`src/rtl/sr_cmd_sequencer.sv`:
```
// Command sequencer for an SR flip-flop: queues SET/RESET/TOGGLE/NOP commands,
// drives non-overlapping s/r pulses of programmable width, then checks q.
module sr_cmd_sequencer #(
    parameter int DEPTH = 4,
    parameter int LEN_W = 4,
    parameter int ERR_W = 8
) (
    input  logic                       clock,
    input  logic                       rst_n,
    input  logic                       cmd_valid,
    output logic                       cmd_ready,
    input  logic [1:0]                 cmd_op,
    input  logic [LEN_W-1:0]           cmd_len,
    input  logic                       q_in,
    output logic                       s,
    output logic                       r,
    output logic                       busy,
    output logic                       done,
    output logic                       err,
    output logic [ERR_W-1:0]           err_cnt,
    output logic [$clog2(DEPTH):0]     fifo_cnt
);

    localparam int AW = $clog2(DEPTH);
    localparam int CW = AW + 1;

    localparam logic [1:0] OP_NOP = 2'b00;
    localparam logic [1:0] OP_SET = 2'b01;
    localparam logic [1:0] OP_RST = 2'b10;
    localparam logic [1:0] OP_TGL = 2'b11;

    typedef enum logic [1:0] {IDLE, DRIVE, CHECK} state_t;

    logic [1:0]       op_mem_q  [DEPTH];
    logic [LEN_W-1:0] len_mem_q [DEPTH];

    logic [AW-1:0]    wr_ptr_q, wr_ptr_d;
    logic [AW-1:0]    rd_ptr_q, rd_ptr_d;
    logic [CW-1:0]    fifo_cnt_q, fifo_cnt_d;
    state_t           state_q, state_d;
    logic             s_q, s_d;
    logic             r_q, r_d;
    logic             done_q, done_d;
    logic             err_q, err_d;
    logic [ERR_W-1:0] err_cnt_q, err_cnt_d;
    logic [LEN_W-1:0] len_cnt_q, len_cnt_d;
    logic             exp_q, exp_d;
    logic             nop_q, nop_d;

    logic             push, pop;
    logic [1:0]       head_op, res_op;
    logic [LEN_W-1:0] head_len;

    assign cmd_ready = (fifo_cnt_q != CW'(DEPTH));
    assign push      = cmd_valid && cmd_ready;
    assign pop       = (state_q == IDLE) && (fifo_cnt_q != '0);
    assign head_op   = op_mem_q[rd_ptr_q];
    assign head_len  = len_mem_q[rd_ptr_q];
    // TOGGLE is resolved against the live q at pop time.
    assign res_op    = (head_op == OP_TGL) ? (q_in ? OP_RST : OP_SET) : head_op;

    always_ff @(posedge clock) begin
        if (push) begin
            op_mem_q[wr_ptr_q]  <= cmd_op;
            len_mem_q[wr_ptr_q] <= cmd_len;
        end
    end

    always_comb begin
        wr_ptr_d   = push ? wr_ptr_q + AW'(1) : wr_ptr_q;
        rd_ptr_d   = pop  ? rd_ptr_q + AW'(1) : rd_ptr_q;
        fifo_cnt_d = fifo_cnt_q;
        if (push && !pop) begin
            fifo_cnt_d = fifo_cnt_q + CW'(1);
        end else if (pop && !push) begin
            fifo_cnt_d = fifo_cnt_q - CW'(1);
        end
    end

    always_comb begin
        state_d   = state_q;
        s_d       = 1'b0;
        r_d       = 1'b0;
        done_d    = 1'b0;
        err_d     = 1'b0;
        len_cnt_d = len_cnt_q;
        exp_d     = exp_q;
        nop_d     = nop_q;
        case (state_q)
            IDLE: begin
                if (pop) begin
                    if (res_op == OP_NOP) begin
                        nop_d   = 1'b1;
                        state_d = CHECK;
                    end else begin
                        nop_d     = 1'b0;
                        exp_d     = (res_op == OP_SET);
                        s_d       = (res_op == OP_SET);
                        r_d       = (res_op == OP_RST);
                        len_cnt_d = (head_len == '0) ? LEN_W'(1) : head_len;
                        state_d   = DRIVE;
                    end
                end
            end
            DRIVE: begin
                // The drive line drops on the edge where the count hits 1.
                if (len_cnt_q == LEN_W'(1)) begin
                    state_d = CHECK;
                end else begin
                    s_d       = s_q;
                    r_d       = r_q;
                    len_cnt_d = len_cnt_q - LEN_W'(1);
                end
            end
            CHECK: begin
                done_d  = 1'b1;
                err_d   = !nop_q && (q_in != exp_q);
                state_d = IDLE;
            end
            default: state_d = IDLE;
        endcase
        err_cnt_d = (err_d && (err_cnt_q != '1)) ? err_cnt_q + ERR_W'(1) : err_cnt_q;
    end

    always_ff @(posedge clock or negedge rst_n) begin
        if (!rst_n) begin
            wr_ptr_q   <= '0;
            rd_ptr_q   <= '0;
            fifo_cnt_q <= '0;
            state_q    <= IDLE;
            s_q        <= 1'b0;
            r_q        <= 1'b0;
            done_q     <= 1'b0;
            err_q      <= 1'b0;
            err_cnt_q  <= '0;
            len_cnt_q  <= '0;
            exp_q      <= 1'b0;
            nop_q      <= 1'b0;
        end else begin
            wr_ptr_q   <= wr_ptr_d;
            rd_ptr_q   <= rd_ptr_d;
            fifo_cnt_q <= fifo_cnt_d;
            state_q    <= state_d;
            s_q        <= s_d;
            r_q        <= r_d;
            done_q     <= done_d;
            err_q      <= err_d;
            err_cnt_q  <= err_cnt_d;
            len_cnt_q  <= len_cnt_d;
            exp_q      <= exp_d;
            nop_q      <= nop_d;
        end
    end

    assign s        = s_q;
    assign r        = r_q;
    assign done     = done_q;
    assign err      = err_q;
    assign err_cnt  = err_cnt_q;
    assign fifo_cnt = fifo_cnt_q;
    assign busy     = (state_q != IDLE) || (fifo_cnt_q != '0);

endmodule

```
`config.mk`:
```
export PLATFORM = sky130hd
export DESIGN_NAME = sr_cmd_sequencer
export DESIGN_NICKNAME = d
export VERILOG_FILES = /design/src/rtl/sr_cmd_sequencer.sv
export SDC_FILE = /design/constraint.sdc
export NUM_CORES = 1
export LEC_CHECK = 0
export ABC_AREA = 1
export CORE_MARGIN = 8
export CORE_UTILIZATION = 35
export CTS_CLUSTER_DIAMETER = 30
export CTS_CLUSTER_SIZE = 10
export DETAILED_ROUTE_END_ITERATION = 10
export SYNTH_ARGS = -nofsm -noshare
export SYNTH_HDL_FRONTEND = slang
export SYNTH_SLANG_ARGS = --single-unit
export TNS_END_PERCENT = 50
```
`constraint.sdc`:
```
create_clock -name clock -period 5.5 [get_ports clock]
set_input_delay 1.375 -clock clock [delete_from_list [all_inputs] [get_ports clock]]
set_output_delay 1.375 -clock clock [all_outputs]
set_load 0.01 [all_outputs]
```
==> out/results.tsv <==
stage	metric	value	unit
run_status	status	complete, no violations	
grt	antenna_found_initial	0	
timing	setup_tns	0	ns
grt	met1_usage	12.7	%
timing	relSlewSlack	57.4	%
clock_network	post_cts_buffers	0	
floorplan	die_h	98.6	um
synth	async_flop_share	52.9	%
timing	max_freq	0.336	GHz
grt	met2_usage	15.3	%
route	remaining_drc_errors	0	
timing	hold_viol	0	
clock_network	cts.repair.resized	0	
min_path	hold-path-endpoint	err$_DFF_PN0_	
clock_network	htreeDepth	2	
worst_setup_path	cp.buffers_inverters	3	
timing	timing.hold.ws	0.458	ns
worst_setup_path	r2r-end	fifo_cnt[2]$_DFFE_PN0P_	
synth	ys_seq_area_share	58.5	%
synth	synth_area	0.00239	mm2
timing	fin_crit_sh	54.1	%
grt	overflow	0	
floorplan	io_pins	27	
clock_network	hold_buffers	0	
worst_setup_path	end_kind	output pin	
timing	tightest_slew	0.637	ns
synth	ys_warn_count	0	
final_layout	syn2layout_area_growth	20.1	%
timing	setup_ws	2.53	ns
worst_setup_path	startpoint_type	register	
floorplan	die_area	0.00972	mm2
route	drt_wl_total	4.45	mm
grt	top_usage_layer	met2	
floorplan	fp.dieW	98.6	um
route	detail_route.iter0.violations	64	
power	p_per_area	547	mW/mm2
route	wl_per_cell	12.8	um
worst_setup_path	crit_family	buffers and inverters	
clock_network	cts_tree	built	
worst_setup_path	path_class	reg -> out	
floorplan	start_util	35.7	%
worst_setup_path	crit_path_top_delay_cell	clkdlybuf4s50_1	
grt	grt_pass1_vias	1621	
grt	grtUsageTotal	9.83	%
route	ant_nets	0	
synth	syn_avg_cell_area	10.1	um2
worst_setup_path	cp-startpoint	state_q[1]$_DFFE_PN0P_	
clock_network	clk_path_buf_depth	2	
synth	ys.flop_type	dfrtp_1	
clock_network	clk_latency	0.30	ns
worst_setup_path	worstPathArrival	1.60	ns
min_path	min_from	nop_q$_DFFE_PN0P_	
clock_network	clkTransAtPathRegs	0.09	ns
grt	grt_pass1_wl	7.64	mm
timing	rsz0062_at_grt	false	
clock_network	cts_buffers	5	
placement	dp_worst_setup_slack	2.31	ns
route	drt-pass1-iter-count	5	
placement	hpwl	3.23	mm
worst_setup_path	r2r_cells	10	
route	viasPerCell	4.52	
min_path	min_path_cells	1	
run	cap_viol_max_count	0	
timing	setup_viol	0	
timing	clock_skew	0.00242	ns
final_layout	antennaDiodeCount	0	
timing	drv_slew	0	
synth	synth_edf_count	24	
synth	syn_nets	255	
floorplan	rows	30	
worst_setup_path	crit_path_max_incr_delay	0.55	ns
route	num_vias	1574	
placement	routabilityCongestion	0.767	
synth	synth_seq_cells	51	
min_path	hp-class	reg -> reg	
synth	netlist_instances	236	
worst_setup_path	crit-reg2reg-launch	fifo_cnt[0]$_DFFE_PN0P_	
worst_setup_path	critical_path_required	4.12	ns
final_layout	fin_nets	286	
grt	grt_max_degree	28	
power	peakVddDrop	0.000301	V
worst_setup_path	crit_chain	inv_2 > nand2_1 > inv_1 > nand4_1 > clkdlybuf4s50_1	
timing	min_period	2.97	ns
grt	grt_use_met3	2.18	%
placement	numPortBuffers	26	
final_layout	drive_gt1_share	8.96	%
floorplan	core_area	0.00668	mm2
clock_network	cts.sinks	51	
synth	synthDistinctLibCells	27	
power	leakage	1.26	nW
worst_setup_path	cp_max_fo	3	
clock_network	root_buffer	clkbuf_8	
worst_setup_path	r2r_setup_slack	3.42	ns
cell usage after synthesis (4+ instances only):
cell type,instances,share of area [%]
xor2_1,6,2.2
nand2_2,4,1.0
nand2_1,66,10
o21ai_0,7,1.5
nand3_1,25,5.2
edfxtp_1,24,30
nor2_1,9,1.4
ha_1,8,4.2
inv_1,26,4.1
dfrtp_1,27,28
a21oi_1,5,1.0
xnor2_1,7,2.6
state kept, by name, indices dropped and copies added, names as in the netlist, 2 cells and up:
signal,cells
len_mem_q,16
err_cnt,8
op_mem_q,8
len_cnt_q,4
fifo_cnt,3
rd_ptr_q,2
state_q,2
wr_ptr_q,2
power by group:
group,internal [mW],total [mW],switching [mW]
combinational,0.261,0.651,0.390
clock,0.181,0.303,0.122
sequential,0.520,0.614,0.0935
total,0.963,1.57,0.606
layer usage:
layer  part of all wire, %  wire length [um]
met3                   3.0               134
met2                    46              2040
met5                     0                 0
met4                   1.6                70
met1                    50              2210
how the worst max path moves through the flow:
stage	end	slack [ns]	cells past startpoint
floorplan	fifo_cnt[2]$_DFFE_PN0P_	2.86	8
global placement	fifo_cnt[2]$_DFFE_PN0P_	2.35	9
detailed placement	fifo_cnt[2]$_DFFE_PN0P_	2.31	9
CTS	busy	2.49	5
global route	busy	2.39	5
finish	busy	2.53	5
per-stage QoR:
step / total power [mW] / instance area, um2 / cells / util [%]
floorplan: 1.08 / 2390 / 236 / -
global route: 1.71 / 2870 / 348 / 42.9
CTS: 1.59 / 2870 / 348 / 42.9
finish: 1.57 / 2870 / 348 / 42.9
detailed placement: 1.28 / 2730 / 340 / 40.9
global placement: 1.26 / 2730 / 340 / 40.9
final cells by class:
type / instances / area [um2]
tap: 80 / 100
timing repair buffer: 27 / 268
clock buffer: 5 / 68.8
sequential: 51 / 1400
clock inverter: 3 / 67.6
inverter: 29 / 109
multi-input combinational: 153 / 860
fill: 652 / 3810
cells in the final DEF, fill, tap and decap left out, drive strengths merged:
cell | Yosys | routed
nor2 | 10 | 10
clkbuf | 0 | 5
dfrtp | 27 | 27
a21oi | 5 | 5
nand4 | 3 | 3
clkdlybuf4s50 | 0 | 26
inv | 29 | 29
bufinv | 0 | 2
fa | 1 | 1
xor2 | 6 | 6
nor3 | 2 | 2
nand2 | 72 | 72
o21a | 1 | 1
mux2i | 1 | 1
edfxtp | 24 | 24
a31oi | 2 | 2
xnor2 | 7 | 7
nand3 | 25 | 25
ha | 8 | 8
o21ai | 10 | 10
buf | 3 | 1
clkinvlp | 0 | 1
kinds of logic after synthesis:
| group | count (synthesis) | synth area share, % |
|---|---|---|
| AO/OA/AOI/OAI | 18 | 5.08 |
| XOR/XNOR | 13 | 4.77 |
| adder cells (fa/ha/maj) | 9 | 5.03 |
| buffers and inverters | 32 | 5.55 |
| flip-flops | 51 | 58.5 |
| multiplexers | 1 | 0.419 |
| AND/OR/NAND/NOR | 112 | 20.7 |
Power figures use the tool's default switching activity.
